<file path="config.mk">
export PLATFORM = sky130hd
export DESIGN_NAME = mem_ctrl_flat
export DESIGN_NICKNAME = d
export VERILOG_FILES = /design/src/rtl/mem_ctrl_pkg.sv /design/src/rtl/mem_ctrl_if.sv /design/src/rtl/mem_ctrl.sv /design/src/flat_wrapper.sv
export SDC_FILE = /design/constraint.sdc
export NUM_CORES = 1
export LEC_CHECK = 0
export CORE_MARGIN = 5
export CORE_UTILIZATION = 27
export CTS_BUF_LIST = sky130_fd_sc_hd__clkbuf_16
export CTS_CLUSTER_DIAMETER = 200
export CTS_CLUSTER_SIZE = 40
export DETAILED_ROUTE_END_ITERATION = 7
export DONT_BUFFER_PORTS = 1
export GPL_TIMING_DRIVEN = 0
export MAX_ROUTING_LAYER = met4
export PLACE_DENSITY = 0.47
export SYNTH_ARGS = -nofsm -noshare
export SYNTH_HDL_FRONTEND = slang
export SYNTH_SLANG_ARGS = --single-unit
</file>
<file path="constraint.sdc">
create_clock -name clk -period 1.9 [get_ports clk]
set_input_delay 0.095 -clock clk [delete_from_list [all_inputs] [get_ports clk]]
set_output_delay 0.095 -clock clk [all_outputs]
set_load 0.02 [all_outputs]
</file>
<file path="src/rtl/mem_ctrl_pkg.sv">
// Shared types and constants for the byte-wide memory controller.
//   ADDR_LEN / REG_LEN : default byte-address width and data-word width
//   MEM_BYTE/HALF/WORD : MEM access size codes (2'b11 is treated as word)
//   state_e            : controller FSM states
//   size_to_len()      : size code -> number of bytes to sequence
package mem_ctrl_pkg;

  localparam int unsigned ADDR_LEN = 32;
  localparam int unsigned REG_LEN  = 32;
  localparam int unsigned BYTE_LEN = 8;
  localparam int unsigned CNT_W    = 3;

  localparam logic [REG_LEN-1:0] ZERO_WORD = '0;

  localparam logic [1:0] MEM_BYTE = 2'b00;
  localparam logic [1:0] MEM_HALF = 2'b01;
  localparam logic [1:0] MEM_WORD = 2'b10;

  typedef enum logic [1:0] {
    ST_IDLE   = 2'd0,
    ST_IF_RD  = 2'd1,
    ST_MEM_RD = 2'd2,
    ST_MEM_WR = 2'd3
  } state_e;

  function automatic logic [CNT_W-1:0] size_to_len(input logic [1:0] size);
    case (size)
      MEM_BYTE: return CNT_W'(1);
      MEM_HALF: return CNT_W'(2);
      default:  return CNT_W'(4);
    endcase
  endfunction

endpackage

</file>
<file path="src/rtl/mem_ctrl_if.sv">
// Core-side request bus of the memory controller.
//   IF group : if_req/if_addr/if_jump from the fetch stage; if_busy/if_ready/if_inst back
//   MEM group: mem_req/we/size/addr/wdata from the MEM stage; mem_ready/mem_rdata back
//   master   : the core (drives requests); slave: the controller
interface mem_ctrl_if
  import mem_ctrl_pkg::*;
#(
  parameter int unsigned ADDR_W = ADDR_LEN
) ();

  logic               if_req;
  logic [ADDR_W-1:0]  if_addr;
  logic               if_jump;
  logic               if_busy;
  logic               if_ready;
  logic [REG_LEN-1:0] if_inst;

  logic               mem_req;
  logic               mem_we;
  logic [1:0]         mem_size;
  logic [ADDR_W-1:0]  mem_addr;
  logic [REG_LEN-1:0] mem_wdata;
  logic               mem_ready;
  logic [REG_LEN-1:0] mem_rdata;

  modport master (
    output if_req, if_addr, if_jump, mem_req, mem_we, mem_size, mem_addr, mem_wdata,
    input  if_busy, if_ready, if_inst, mem_ready, mem_rdata
  );

  modport slave (
    input  if_req, if_addr, if_jump, mem_req, mem_we, mem_size, mem_addr, mem_wdata,
    output if_busy, if_ready, if_inst, mem_ready, mem_rdata
  );

endinterface

</file>
<file path="src/rtl/mem_ctrl.sv">
// Memory controller: arbitrates instruction fetch and MEM-stage accesses onto a
// byte-wide synchronous RAM, sequencing 1/2/4-byte accesses one byte per cycle.
//   clk, rst   : clock, synchronous active-high reset
//   core       : mem_ctrl_if.slave request bus (IF and MEM requesters)
//   ram_din_i  : RAM read byte, valid the cycle after its address
//   ram_dout_o : RAM write byte
//   ram_a_o    : RAM byte address (holds last value when idle)
//   ram_wr_o   : RAM write enable
module mem_ctrl
  import mem_ctrl_pkg::*;
#(
  parameter int unsigned ADDR_W      = ADDR_LEN,
  parameter bit          IF_PRIORITY = 1'b0
) (
  input  logic                clk,
  input  logic                rst,
  mem_ctrl_if.slave           core,
  input  logic [BYTE_LEN-1:0] ram_din_i,
  output logic [BYTE_LEN-1:0] ram_dout_o,
  output logic [ADDR_W-1:0]   ram_a_o,
  output logic                ram_wr_o
);

  state_e              state_q, state_d;
  logic [CNT_W-1:0]    cnt_q, cnt_d;
  logic [CNT_W-1:0]    len_q, len_d;
  logic [ADDR_W-1:0]   base_q, base_d;
  logic [REG_LEN-1:0]  wdata_q, wdata_d;
  logic [REG_LEN-1:0]  rbuf_q, rbuf_d;
  logic [ADDR_W-1:0]   ram_a_q, ram_a_d;
  logic [BYTE_LEN-1:0] ram_dout_q, ram_dout_d;
  logic                ram_wr_q, ram_wr_d;
  logic                if_busy_q, if_busy_d;
  logic                if_ready_q, if_ready_d;
  logic [REG_LEN-1:0]  if_inst_q, if_inst_d;
  logic                mem_ready_q, mem_ready_d;
  logic [REG_LEN-1:0]  mem_rdata_q, mem_rdata_d;

  // A request seen while its own ready is still high was just served.
  logic if_take, mem_take, go_if, go_mem, abort;
  assign if_take  = core.if_req  & ~if_ready_q;
  assign mem_take = core.mem_req & ~mem_ready_q;
  assign go_if    = if_take & (IF_PRIORITY | ~mem_take);
  assign go_mem   = mem_take & ~go_if;
  assign abort    = (state_q == ST_IF_RD) && core.if_jump;

  // cnt_q is the edge index k since accept; reads capture two edges behind issue.
  logic       issue, capture, rd_done, wr_done;
  logic [1:0] rd_lane, wr_lane;
  assign issue   = (cnt_q < len_q);
  assign capture = (cnt_q >= CNT_W'(2));
  assign rd_done = (cnt_q == len_q + CNT_W'(1));
  assign wr_done = (cnt_q == len_q);
  assign rd_lane = 2'(cnt_q - CNT_W'(2));
  assign wr_lane = 2'(cnt_q);

  // State and datapath registers.
  always_ff @(posedge clk) begin
    if (rst) begin
      state_q     <= ST_IDLE;
      cnt_q       <= '0;
      len_q       <= '0;
      base_q      <= '0;
      wdata_q     <= '0;
      rbuf_q      <= '0;
      ram_a_q     <= '0;
      ram_dout_q  <= '0;
      ram_wr_q    <= 1'b0;
      if_busy_q   <= 1'b0;
      if_ready_q  <= 1'b0;
      if_inst_q   <= '0;
      mem_ready_q <= 1'b0;
      mem_rdata_q <= '0;
    end else begin
      state_q     <= state_d;
      cnt_q       <= cnt_d;
      len_q       <= len_d;
      base_q      <= base_d;
      wdata_q     <= wdata_d;
      rbuf_q      <= rbuf_d;
      ram_a_q     <= ram_a_d;
      ram_dout_q  <= ram_dout_d;
      ram_wr_q    <= ram_wr_d;
      if_busy_q   <= if_busy_d;
      if_ready_q  <= if_ready_d;
      if_inst_q   <= if_inst_d;
      mem_ready_q <= mem_ready_d;
      mem_rdata_q <= mem_rdata_d;
    end
  end

  // Next-state logic.
  always_comb begin
    state_d = state_q;
    case (state_q)
      ST_IDLE: begin
        if (go_mem)     state_d = core.mem_we ? ST_MEM_WR : ST_MEM_RD;
        else if (go_if) state_d = ST_IF_RD;
      end
      ST_IF_RD:  if (abort || rd_done) state_d = ST_IDLE;
      ST_MEM_RD: if (rd_done)          state_d = ST_IDLE;
      ST_MEM_WR: if (wr_done)          state_d = ST_IDLE;
      default:                         state_d = ST_IDLE;
    endcase
  end

  // Byte sequencer, lane capture and registered outputs.
  always_comb begin
    cnt_d       = cnt_q;
    len_d       = len_q;
    base_d      = base_q;
    wdata_d     = wdata_q;
    rbuf_d      = rbuf_q;
    ram_a_d     = ram_a_q;
    ram_dout_d  = ram_dout_q;
    ram_wr_d    = 1'b0;
    if_ready_d  = 1'b0;
    mem_ready_d = 1'b0;
    if_inst_d   = if_inst_q;
    mem_rdata_d = mem_rdata_q;
    if_busy_d   = (state_d == ST_IF_RD);
    case (state_q)
      ST_IDLE: begin
        if (go_mem || go_if) begin
          cnt_d  = CNT_W'(1);
          rbuf_d = ZERO_WORD;
          if (go_mem) begin
            len_d      = size_to_len(core.mem_size);
            base_d     = core.mem_addr;
            wdata_d    = core.mem_wdata;
            ram_a_d    = core.mem_addr;
            ram_dout_d = core.mem_wdata[BYTE_LEN-1:0];
            ram_wr_d   = core.mem_we;
          end else begin
            len_d   = CNT_W'(4);
            base_d  = core.if_addr;
            ram_a_d = core.if_addr;
          end
        end
      end
      ST_IF_RD, ST_MEM_RD: begin
        if (!abort) begin
          cnt_d = cnt_q + CNT_W'(1);
          if (issue) ram_a_d = base_q + ADDR_W'(cnt_q);
          for (int l = 0; l < 4; l++) begin
            if (capture && rd_lane == 2'(l)) rbuf_d[l*8 +: 8] = ram_din_i;
          end
          if (rd_done) begin
            if (state_q == ST_IF_RD) begin
              if_inst_d  = rbuf_d;
              if_ready_d = 1'b1;
            end else begin
              mem_rdata_d = rbuf_d;
              mem_ready_d = 1'b1;
            end
          end
        end
      end
      ST_MEM_WR: begin
        cnt_d = cnt_q + CNT_W'(1);
        if (issue) begin
          ram_a_d  = base_q + ADDR_W'(cnt_q);
          ram_wr_d = 1'b1;
          for (int l = 0; l < 4; l++) begin
            if (wr_lane == 2'(l)) ram_dout_d = wdata_q[l*8 +: 8];
          end
        end
        if (wr_done) mem_ready_d = 1'b1;
      end
      default: ;
    endcase
  end

  assign core.if_busy   = if_busy_q;
  assign core.if_ready  = if_ready_q;
  assign core.if_inst   = if_inst_q;
  assign core.mem_ready = mem_ready_q;
  assign core.mem_rdata = mem_rdata_q;
  assign ram_a_o        = ram_a_q;
  assign ram_dout_o     = ram_dout_q;
  assign ram_wr_o       = ram_wr_q;

endmodule

</file>
<file path="src/flat_wrapper.sv">
// flat-port wrapper written by rule: the top's interface ports become plain ports
module mem_ctrl_flat import mem_ctrl_pkg::*;
#(
  parameter int unsigned ADDR_W      = ADDR_LEN,
  parameter bit          IF_PRIORITY = 1'b0
)
  (clk, rst, ram_din_i, ram_dout_o, ram_a_o, ram_wr_o, core_if_req, core_if_addr, core_if_jump, core_mem_req, core_mem_we, core_mem_size, core_mem_addr, core_mem_wdata, core_if_busy, core_if_ready, core_if_inst, core_mem_ready, core_mem_rdata);
  mem_ctrl_if #(.ADDR_W(ADDR_W)) core_i ();
  input  logic clk;
  input  logic rst;
  input  logic [BYTE_LEN-1:0] ram_din_i;
  output logic [BYTE_LEN-1:0] ram_dout_o;
  output logic [ADDR_W-1:0] ram_a_o;
  output logic ram_wr_o;
  input wire logic [$bits(core_i.if_req)-1:0] core_if_req;
  input wire logic [$bits(core_i.if_addr)-1:0] core_if_addr;
  input wire logic [$bits(core_i.if_jump)-1:0] core_if_jump;
  input wire logic [$bits(core_i.mem_req)-1:0] core_mem_req;
  input wire logic [$bits(core_i.mem_we)-1:0] core_mem_we;
  input wire logic [$bits(core_i.mem_size)-1:0] core_mem_size;
  input wire logic [$bits(core_i.mem_addr)-1:0] core_mem_addr;
  input wire logic [$bits(core_i.mem_wdata)-1:0] core_mem_wdata;
  output wire logic [$bits(core_i.if_busy)-1:0] core_if_busy;
  output wire logic [$bits(core_i.if_ready)-1:0] core_if_ready;
  output wire logic [$bits(core_i.if_inst)-1:0] core_if_inst;
  output wire logic [$bits(core_i.mem_ready)-1:0] core_mem_ready;
  output wire logic [$bits(core_i.mem_rdata)-1:0] core_mem_rdata;
  assign core_i.if_req = core_if_req;
  assign core_i.if_addr = core_if_addr;
  assign core_i.if_jump = core_if_jump;
  assign core_i.mem_req = core_mem_req;
  assign core_i.mem_we = core_mem_we;
  assign core_i.mem_size = core_mem_size;
  assign core_i.mem_addr = core_mem_addr;
  assign core_i.mem_wdata = core_mem_wdata;
  assign core_if_busy = core_i.if_busy;
  assign core_if_ready = core_i.if_ready;
  assign core_if_inst = core_i.if_inst;
  assign core_mem_ready = core_i.mem_ready;
  assign core_mem_rdata = core_i.mem_rdata;
  mem_ctrl #(.ADDR_W(ADDR_W), .IF_PRIORITY(IF_PRIORITY)) u_core (.clk(clk), .rst(rst), .core(core_i), .ram_din_i(ram_din_i), .ram_dout_o(ram_dout_o), .ram_a_o(ram_a_o), .ram_wr_o(ram_wr_o));
endmodule
</file>
==> reports/results.ini, run 1 <==
[synthesis]
synth-edff-count = 0
async_flop_share = 0
yosys_warnings = 0
ys_types = 65
synth_area_um2 = 9800
ys.flop_type = dfxtp_1
yosysSeqAreaShare = 0.433
synth_cells = 1132
ys_seq_elements = 212
synth.avg_cell_area_um2 = 8.66
syn-num-nets = 1261

[timing]
hold_viol = 0
rsz0062_at_grt = true
worst_slew_pin_slew_ns = 1.04
finalMaxSlewViolations = 0
relSlewSlack = 0.304
min_period_over_period = 1.07
finalSetupViolCount = 38
finalClockSkew_ns = 0.0606
fin_setup_tns_ns = -2.09
max_freq_mhz = 491
fin_crit_ns = 2.04
setup_slack_ns = -0.138

[grt]
grt_pass1_vias = 9304
grtUsageTotal = 0.183
antenna_found_initial = 1
grt_pass1_wl_um = 57100
grt-ovfl-total = 0
grt_max_degree = 41

[cts]
numCtsBuffers = 9
clock_latency_ns = 0.50
cts_htree_levels = 1
clk_path_buf_depth = 3
clkTransAtPathRegs_ns = 0.17
cts.sinks = 212
tritoncts = built
cts-root-buf = clkbuf_16

[floorplanning]
die_h_um = 201
dieArea_um2 = 40200
fp-row-count = 69
io_pins = 220
core_area_um2 = 35700
die_x_um = 201
initial_core_util = 0.274

[power_and_ir_drop]
p_leak_nw = 5.14
finalPower_mw = 14.2
ir_worst_vdd_mv = 0.587
cellPowerDensity_nw_per_um2 = 1020

[route]
drt-initial-drc-count = 488
routed_wl_um = 38900
via_count = 9351
post_drt_wl_per_cell_um = 21.6
firstDrtPassIters = 5
drcViolationCount = 0
via_per_inst = 5.21
antenna_left = 0

[run]
maxCapViolCount = 0

[worst_setup_path]
startpoint_type = flop
critPathSlowestCell = or4_1
required_ns = 2.35
end_kind = flop
path_class = flop to flop
arrival_ns = 2.49
slowest_delay_ns = 0.46
path_cells = ha_4 -> buf_4 -> buf_4 -> nand3_4 -> a21o_1 -> buf_6 -> or4_1 -> a21o_1 -> a31oi_1
critPathMaxFanout = 7
reg2reg_depth = 9

[layout]
nets = 1464
flow.area_growth_from_synthesis_pct = 42.3
drive_above_1_share = 0.258

[placed_design]
gp_congestion = 0.829
place_hpwl_um = 26400
port_buffers = 0

[status]
status = finished with violations
failed_checks = negative setup slack

[min_path]
hold_depth = 4
hp-class = primary input to flop

==> layout by cell type, fill, tap and decap left out, types with 18 or more instances in the layout <==
cell and instances:
dfxtp_1 192, nor2_1 150, nand2_1 121, dlygate4sd3_1 101, a211oi_1 69, buf_4 64, a21oi_1 57, mux2i_1 56
buf_6 33, a32oi_1 32, a211oi_2 31, o211ai_1 29, clkbuf_1 26, nor3_1 18
==> cells by family (layout without fill, tap and decap cells) <==
family                   after synthesis  after routing  synth area share
AND/OR/NAND/NOR                      404            404             0.185
adder cells (fa/ha/maj)               17             17            0.0225
other                                  0              1                 0
multiplexers                          85             85            0.0882
XOR/XNOR                              18             18            0.0175
buffers and inverters                109            311            0.0504
flip-flops                           212            212             0.433
AO/OA/AOI/OAI                        287            287             0.204
==> per-layer routing <==
metal | track usage | wire length (µm)
met4 | 0.0369 | 939
met1 | 0.233 | 17400
met5 | - | 0
met3 | 0.0409 | 2430
met2 | 0.299 | 18100
==> report_power, final <==
part           internal (mW)  leakage [nW]  switching, mW  total, mW
Combinational           2.56          3.28           3.02       5.58
Sequential              5.10          1.74           1.07       6.17
Clock                  0.897         0.122           1.56       2.45
Total                   8.56          5.14           5.64       14.2
==> sequential cells by signal, indices dropped and copies added (netlist names) <==
| signal | count |
|---|---|
| u_core.base_q | 32 |
| u_core.cnt_q | 3 |
| u_core.core.if_busy | 1 |
| u_core.core.if_inst | 32 |
| u_core.core.if_ready | 1 |
| u_core.core.mem_rdata | 32 |
| u_core.core.mem_ready | 1 |
| u_core.len_q | 3 |
| u_core.ram_a_o | 32 |
| u_core.ram_dout_o | 8 |
| u_core.ram_wr_o | 1 |
| u_core.rbuf_q | 32 |
| u_core.state_q | 2 |
| u_core.wdata_q | 32 |
==> cell usage after synthesis, drive strengths merged, types with 17 or more instances <==
master  count  area, µm²
a211oi    100        751
a21oi      73        365
a32oi      34        298
buf        37        198
clkbuf     55        228
dfxtp     212       4240
mux2i      74        741
nand2     133        504
nand3      17       97.6
nor2      159        602
nor3       23        115
o211ai     30        230
==> worst max-delay path: cells and delay by family (launching register included) <==
family                     cells  cell delay, ns
and+or+nand+nor                2            0.56
AOI/OAI and AO/OA              3            0.52
DFF                            1            0.41
buffers and inverters          3            0.34
adders and majority gates      1            0.15
==> per-stage QoR <==
step                      setup WS (ns)  instances  cell area, µm²  hold slack (ns)  utilization
after CTS                        -0.140       1764           13100           0.0330        0.365
after floorplan                 -0.0244       1132            9860            0.231            -
after global placement           -0.717       1593           10400            0.238        0.292
after global routing             -0.213       1796           13900           0.0536        0.390
final                            -0.138       1796           13900           0.0341        0.390
after detailed placement         -0.744       1593           10400            0.244        0.292
==> layout make-up <==
class | count | area, µm²
fillers | 3631 | 21800
multi-input cells | 811 | 6000
flip-flops and latches | 212 | 4300
repair buffers | 197 | 2020
plain buffers | 88 | 721
well taps | 461 | 577
clock buffers | 9 | 225
inverters | 16 | 73.8
clock inverters | 1 | 30.0
diodes | 1 | 2.50
==> worst paths after layout <==
| check | slack [ns] | start | to |
|---|---|---|---|
| setup reg to reg | -0.14 | u_core.cnt_q[0] | u_core.ram_a_o[19] |
| hold / removal | 0.03 | core_if_jump | u_core.cnt_q[0] |
| hold reg to reg | 0.47 | u_core.wdata_q[9] | u_core.wdata_q[9] |
| setup / recovery | -0.14 | u_core.cnt_q[0] | u_core.ram_a_o[19] |
==> what timing repair did <==
action / in CTS / in global routing
pin swaps: 36 / 95
hold buffers: 101 / 0
gates cloned: 3 / 11
gates resized for setup: 220 / 152
hold endpoints to repair: 99 / 0
setup buffers: 59 / 25
endpoints found under the setup margin: 206 / 193
Note: power is estimated with default switching activity, not from simulation.
==> run 2: changes to the inputs <==
--- a/config.mk
+++ b/config.mk
@@ -15,6 +15,7 @@
 export GPL_TIMING_DRIVEN = 0
 export MAX_ROUTING_LAYER = met4
 export PLACE_DENSITY = 0.47
+export SKIP_CTS_REPAIR_TIMING = 1
 export SYNTH_ARGS = -nofsm -noshare
 export SYNTH_HDL_FRONTEND = slang
 export SYNTH_SLANG_ARGS = --single-unit
==> run 2 against run 1 <==
  * Clock power is essentially flat
  * Die area unchanged
  * Worst hold slack worse by 0.095 ns
  * Non-clock buffer count down 21
  * Design area rose by 1.4%
  * Final cell count decreased by 1.1%
  * Highest routed layer unchanged
  * Fmax is 0.19% lower
  * Sequential cell count did not move
  * Via count down 0.32%
  * The run ends with negative hold slack, negative setup slack left
==> reports/results.ini, run 2 (same netlist as run 1, synthesis figures left out) <==
[timing]
min_period_over_period = 1.07  ; about the same
worst_slew_pin_slew_ns = 1.03  ; was 1.04 ns
rsz0062_at_grt = true  ; unchanged
finalClockSkew_ns = 0.0623  ; was 0.0606 ns
holdWs_ns = -0.0609  ; was 0.0341 ns
finalSetupViolCount = 129  ; was 38
relSlewSlack = 0.310  ; was 0.304
setup_slack_ns = -0.142  ; was -0.138 ns
fin_crit_ns = 2.04  ; about the same
hold_viol = 7  ; was 0
max_freq_mhz = 490  ; was 491 MHz
finalMaxSlewViolations = 0  ; unchanged

[layout]
register_area_um2 = 4300  ; about the same
mostFrequentLayoutCell = dfxtp_1  ; unchanged
n_fill_cell = 3570  ; was 3631
layout_common_cells = dfxtp_1 (192), nor2_1 (127), nand2_1 (115)  ; was dfxtp_1 (192), nor2_1 (150), nand2_1 (121)
multiInputGateArea_um2 = 6310  ; was 6000 µm²
flow.area_growth_from_synthesis_pct = 44.3  ; was 42.3%
nets = 1445  ; was 1464
drive_above_1_share = 0.297  ; was 0.258

[cts]
numCtsBuffers = 9  ; unchanged
tritoncts = built  ; unchanged
cts.sinks = 212  ; unchanged
clkTransAtPathRegs_ns = 0.17  ; about the same
cts-root-buf = clkbuf_16  ; unchanged
cts_htree_levels = 1  ; unchanged
clock_latency_ns = 0.50  ; about the same
clk_path_buf_depth = 3  ; unchanged

[placed_design]
port_buffers = 0  ; unchanged
place_hpwl_um = 26400  ; unchanged
gp_congestion = 0.829  ; unchanged

[floorplanning]
die_h_um = 201  ; unchanged
core_area_um2 = 35700  ; unchanged
io_pins = 220  ; unchanged
initial_core_util = 0.274  ; unchanged
dieArea_um2 = 40200  ; unchanged
fp-row-count = 69  ; unchanged
die_x_um = 201  ; unchanged

[route]
routed_wl_um = 39100  ; was 38900 µm
via_count = 9321  ; was 9351
firstDrtPassIters = 5  ; unchanged
post_drt_wl_per_cell_um = 22.0  ; was 21.6 µm
drcViolationCount = 0  ; unchanged
drt-initial-drc-count = 448  ; was 488
via_per_inst = 5.25  ; was 5.21
antenna_left = 0  ; unchanged

[run]
maxCapViolCount = 0  ; unchanged

[grt]
grt_pass1_vias = 8405  ; was 9304
grt-ovfl-total = 0  ; unchanged
grt_max_degree = 41  ; unchanged
grt_pass1_wl_um = 52900  ; was 57100 µm
grtUsageTotal = 0.170  ; was 0.183
antenna_found_initial = 1  ; unchanged

[worst_setup_path]
startpoint_type = flop  ; unchanged
required_ns = 2.33  ; was 2.35 ns
end_kind = flop  ; unchanged
path_class = flop to flop  ; unchanged
arrival_ns = 2.47  ; was 2.49 ns
critPathMaxFanout = 5  ; was 7

[power_and_ir_drop]
ir_worst_vdd_mv = 0.587  ; about the same
finalPower_mw = 14.6  ; was 14.2 mW
p_leak_nw = 5.06  ; was 5.14 nW
cellPowerDensity_nw_per_um2 = 1030  ; was 1020 nW/µm²

[min_path]
hp-class = primary input to flop  ; unchanged

[status]
status = finished with violations  ; unchanged
failed_checks = negative hold slack, negative setup slack  ; was negative setup slack

==> run 2: cell types whose count changed in the layout (fill, tap and decap cells not counted), sizes merged <==
| cell | before | now |
|---|---|---|
| nand4 | 11 | 12 |
| a21oi | 73 | 74 |
| clkdlybuf4s15 | 1 | 2 |
| buf | 133 | 119 |
| dlygate4sd3 | 101 | 91 |
| clkbuf | 59 | 61 |
==> run 2: worst paths after layout <==
kind / from / depth (start not counted) / slack [ns] / endpoint
worst min-delay path: core_mem_addr[6] / 2 / -0.06 / u_core.base_q[6]
worst max register to register: u_core.cnt_q[1] / 12 / -0.14 / u_core.core.mem_rdata[15]
worst min register to register: u_core.wdata_q[9] / 2 / 0.46 / u_core.wdata_q[9]
worst max-delay path: u_core.cnt_q[1] / 12 / -0.14 / u_core.core.mem_rdata[15]
==> run 2: area by class of cell <==
class                           count  area share
Antenna cell                        1    0.000177
Buffer                             92      0.0511
Clock buffer                        9      0.0159
Tap cell                          461      0.0408
Multi-Input combinational cell    813       0.446
Timing Repair Buffer              172       0.135
Sequential cell                   212       0.304
Clock inverter                      1     0.00212
Inverter                           16     0.00469
==> run 2: critical path, stage by stage, from the launching register on <==
cell and delay [ns]:
dfxtp_4 0.40, buf_6 0.13, buf_6 0.11, buf_6 0.11, xnor2_4 0.15, nand4_1 0.12, buf_6 0.16, nor2_4 0.14
buf_12 0.13, buf_12 0.12, clkbuf_16 0.15, nor2_1 0.05, a211oi_2 0.19
==> run 2: stage by stage <==
step           setup slack (ns)  setup TNS [ns]  area (µm²)  utilization  cells
2_1_floorplan           -0.0244         -0.0244        9860            -   1132
5_1_grt                  -0.236          -19.17       14100        0.396   1777
4_1_cts                  -0.800         -118.10       10700        0.299   1603
3_3_place_gp             -0.717         -104.52       10400        0.292   1593
6_report                 -0.142           -6.28       14100        0.396   1777
3_5_place_dp             -0.744         -108.95       10400        0.292   1593
==> run 2: routing by layer <==
layer | GRT usage | vias up | wire (µm)
li1 | - | 4448 | -
met1 | 0.221 | 4563 | 17400
met2 | 0.270 | 269 | 18300
met3 | 0.0464 | 41 | 2650
met4 | 0.0320 | 0 | 766
met5 | - | - | 0
==> run 2: power breakdown <==
| part | switching, mW | leakage [nW] | internal (mW) |
|---|---|---|---|
| combinational | 3.17 | 3.19 | 2.75 |
| clock | 1.55 | 0.122 | 0.897 |
| sequential | 1.09 | 1.74 | 5.10 |
| total | 5.81 | 5.06 | 8.75 |
==> run 3: changes to the inputs <==
--- a/config.mk
+++ b/config.mk
@@ -14,8 +14,10 @@
 export DONT_BUFFER_PORTS = 1
 export GPL_TIMING_DRIVEN = 0
 export MAX_ROUTING_LAYER = met4
-export PLACE_DENSITY = 0.47
+export PLACE_DENSITY = 0.48
+export RECOVER_POWER = 25
 export SKIP_CTS_REPAIR_TIMING = 1
 export SYNTH_ARGS = -nofsm -noshare
 export SYNTH_HDL_FRONTEND = slang
 export SYNTH_SLANG_ARGS = --single-unit
+export TNS_END_PERCENT = 5
==> run 3 against run 2 <==
  * Clock skew grew 0.0065 ns
  * Critical endpoint is now u_core.ram_a_o[16]
  * The flow still finishes with violations (negative hold slack, negative setup slack)
  * Sequential power about the same
  * Via count decreased by 3.1%
  * Design area is 8.4% lower
==> reports/results.ini, run 3 (same netlist as run 1, synthesis figures left out) <==
[timing]
max_freq_mhz = 496  ; was 490 MHz
finalClockSkew_ns = 0.0688  ; was 0.0623 ns
rsz0062_at_grt = true  ; unchanged
fin_crit_ns = 2.02  ; was 2.04 ns
finalMaxSlewViolations = 0  ; unchanged
setup_slack_ns = -0.117  ; was -0.142 ns
min_period_over_period = 1.06  ; was 1.07
holdWs_ns = -0.0214  ; was -0.0609 ns
hold_viol = 4  ; was 7
relSlewSlack = 0.350  ; was 0.310
worst_slew_pin_slew_ns = 0.975  ; was 1.03 ns
finalSetupViolCount = 38  ; was 129

[floorplanning]
die_x_um = 201  ; unchanged
core_area_um2 = 35700  ; unchanged
io_pins = 220  ; unchanged
dieArea_um2 = 40200  ; unchanged
initial_core_util = 0.274  ; unchanged
fp-row-count = 69  ; unchanged
die_h_um = 201  ; unchanged

[cts]
clock_latency_ns = 0.52  ; was 0.50 ns
cts_htree_levels = 1  ; unchanged
numCtsBuffers = 9  ; unchanged
clk_path_buf_depth = 3  ; unchanged
tritoncts = built  ; unchanged
cts-root-buf = clkbuf_16  ; unchanged
cts.sinks = 212  ; unchanged
clkTransAtPathRegs_ns = 0.16  ; was 0.17 ns

[layout]
nets = 1412  ; was 1445
fin_cells = 1744  ; was 1777
flow.area_growth_from_synthesis_pct = 32.3  ; was 44.3%
mostFrequentLayoutCell = dfxtp_1  ; unchanged
drive_above_1_share = 0.202  ; was 0.297
stdcell_area_um2 = 13000  ; was 14100 µm²
layout_common_cells = dfxtp_1 (192), nor2_1 (151), nand2_1 (123)  ; was dfxtp_1 (192), nor2_1 (127), nand2_1 (115)

[route]
antenna_left = 0  ; unchanged
drt-initial-drc-count = 499  ; was 448
firstDrtPassIters = 4  ; was 5
post_drt_wl_per_cell_um = 21.2  ; was 22.0 µm
via_per_inst = 5.18  ; was 5.25
routed_wl_um = 36900  ; was 39100 µm
via_count = 9034  ; was 9321
drcViolationCount = 0  ; unchanged

[grt]
antenna_found_initial = 1  ; unchanged
grt_pass1_vias = 8324  ; was 8405
grtUsageTotal = 0.169  ; was 0.170
grt-ovfl-total = 0  ; unchanged
grt_max_degree = 41  ; unchanged
grt_pass1_wl_um = 52600  ; was 52900 µm

[placed_design]
place_hpwl_um = 26400  ; about the same
gp_congestion = 0.828  ; was 0.829
dpl.cell_count = 1593  ; unchanged
dpl_cell_area_um2 = 10400  ; unchanged
port_buffers = 0  ; unchanged

[worst_setup_path]
required_ns = 2.32  ; was 2.33 ns
end_kind = flop  ; unchanged
startpoint_type = flop  ; unchanged
path_class = flop to flop  ; unchanged
r2r-start = u_core.cnt_q[1]  ; unchanged
critPathLaunch = u_core.cnt_q[1]  ; unchanged
arrival_ns = 2.43  ; was 2.47 ns
critPathMaxFanout = 10  ; was 5

[status]
failed_checks = negative hold slack, negative setup slack  ; unchanged
status = finished with violations  ; unchanged

[run]
maxCapViolCount = 0  ; unchanged

[power_and_ir_drop]
ir_worst_vdd_mv = 0.588  ; was 0.587 mV
cellPowerDensity_nw_per_um2 = 1030  ; about the same
p_leak_nw = 4.71  ; was 5.06 nW

[min_path]
min-delay-start = core_mem_addr[30]  ; was core_mem_addr[6]
hp-class = primary input to flop  ; unchanged

-- run 3: metrics by stage --
step                setup slack [ns]  utilization  TNS (ns)  power [mW]
floorplan                    -0.0244            -   -0.0244        8.51
global placement              -0.747        0.292   -102.22        9.70
detailed placement            -0.797        0.292   -107.41        9.75
CTS                           -0.894        0.299   -114.80        12.2
global route                  -0.220        0.363    -10.66        14.1
finish                        -0.117        0.363     -1.46        13.3
-- run 3: path summary, 6_finish.rpt --
check / end / slack (ns) / cells past startpoint
min: u_core.base_q[30] / -0.02 / 2
max: u_core.ram_a_o[16] / -0.12 / 7
min reg2reg: u_core.wdata_q[30] / 0.47 / 2
max reg2reg: u_core.ram_a_o[16] / -0.12 / 7
-- run 3: final cells by class --
class	instances	area [µm²]
Timing Repair Buffer	140	1360
Fill cell	3717	22800
Clock inverter	1	30.0
Inverter	16	63.8
Antenna cell	1	2.50
Sequential cell	212	4290
Buffer	92	689
Tap cell	461	577
Multi-Input combinational cell	812	5720
Clock buffer	9	225
-- run 3: power by group --
part           switching [mW]  internal, mW
logic                    2.72          2.02
clock network            1.51         0.897
registers                1.08          5.10
total                    5.31          8.01
-- run 3: metal layers --
metal | wire [µm] | vias up | GRT usage | part of all wire
met5 | 0 | - | - | 0
met1 | 16800 | 4416 | 0.225 | 0.46
met3 | 2250 | 26 | 0.0430 | 0.061
met4 | 647 | 0 | 0.0253 | 0.018
li1 | - | 4386 | - | -
met2 | 17200 | 206 | 0.268 | 0.47
-- run 3: critical path, stage by stage (launching register included) --
cell and delay [ns]:
dfxtp_4 0.46, buf_4 0.14, fa_2 0.23, a21o_4 0.18, nand4_4 0.18, or3_1 0.37, and3_4 0.19, o41ai_2 0.18
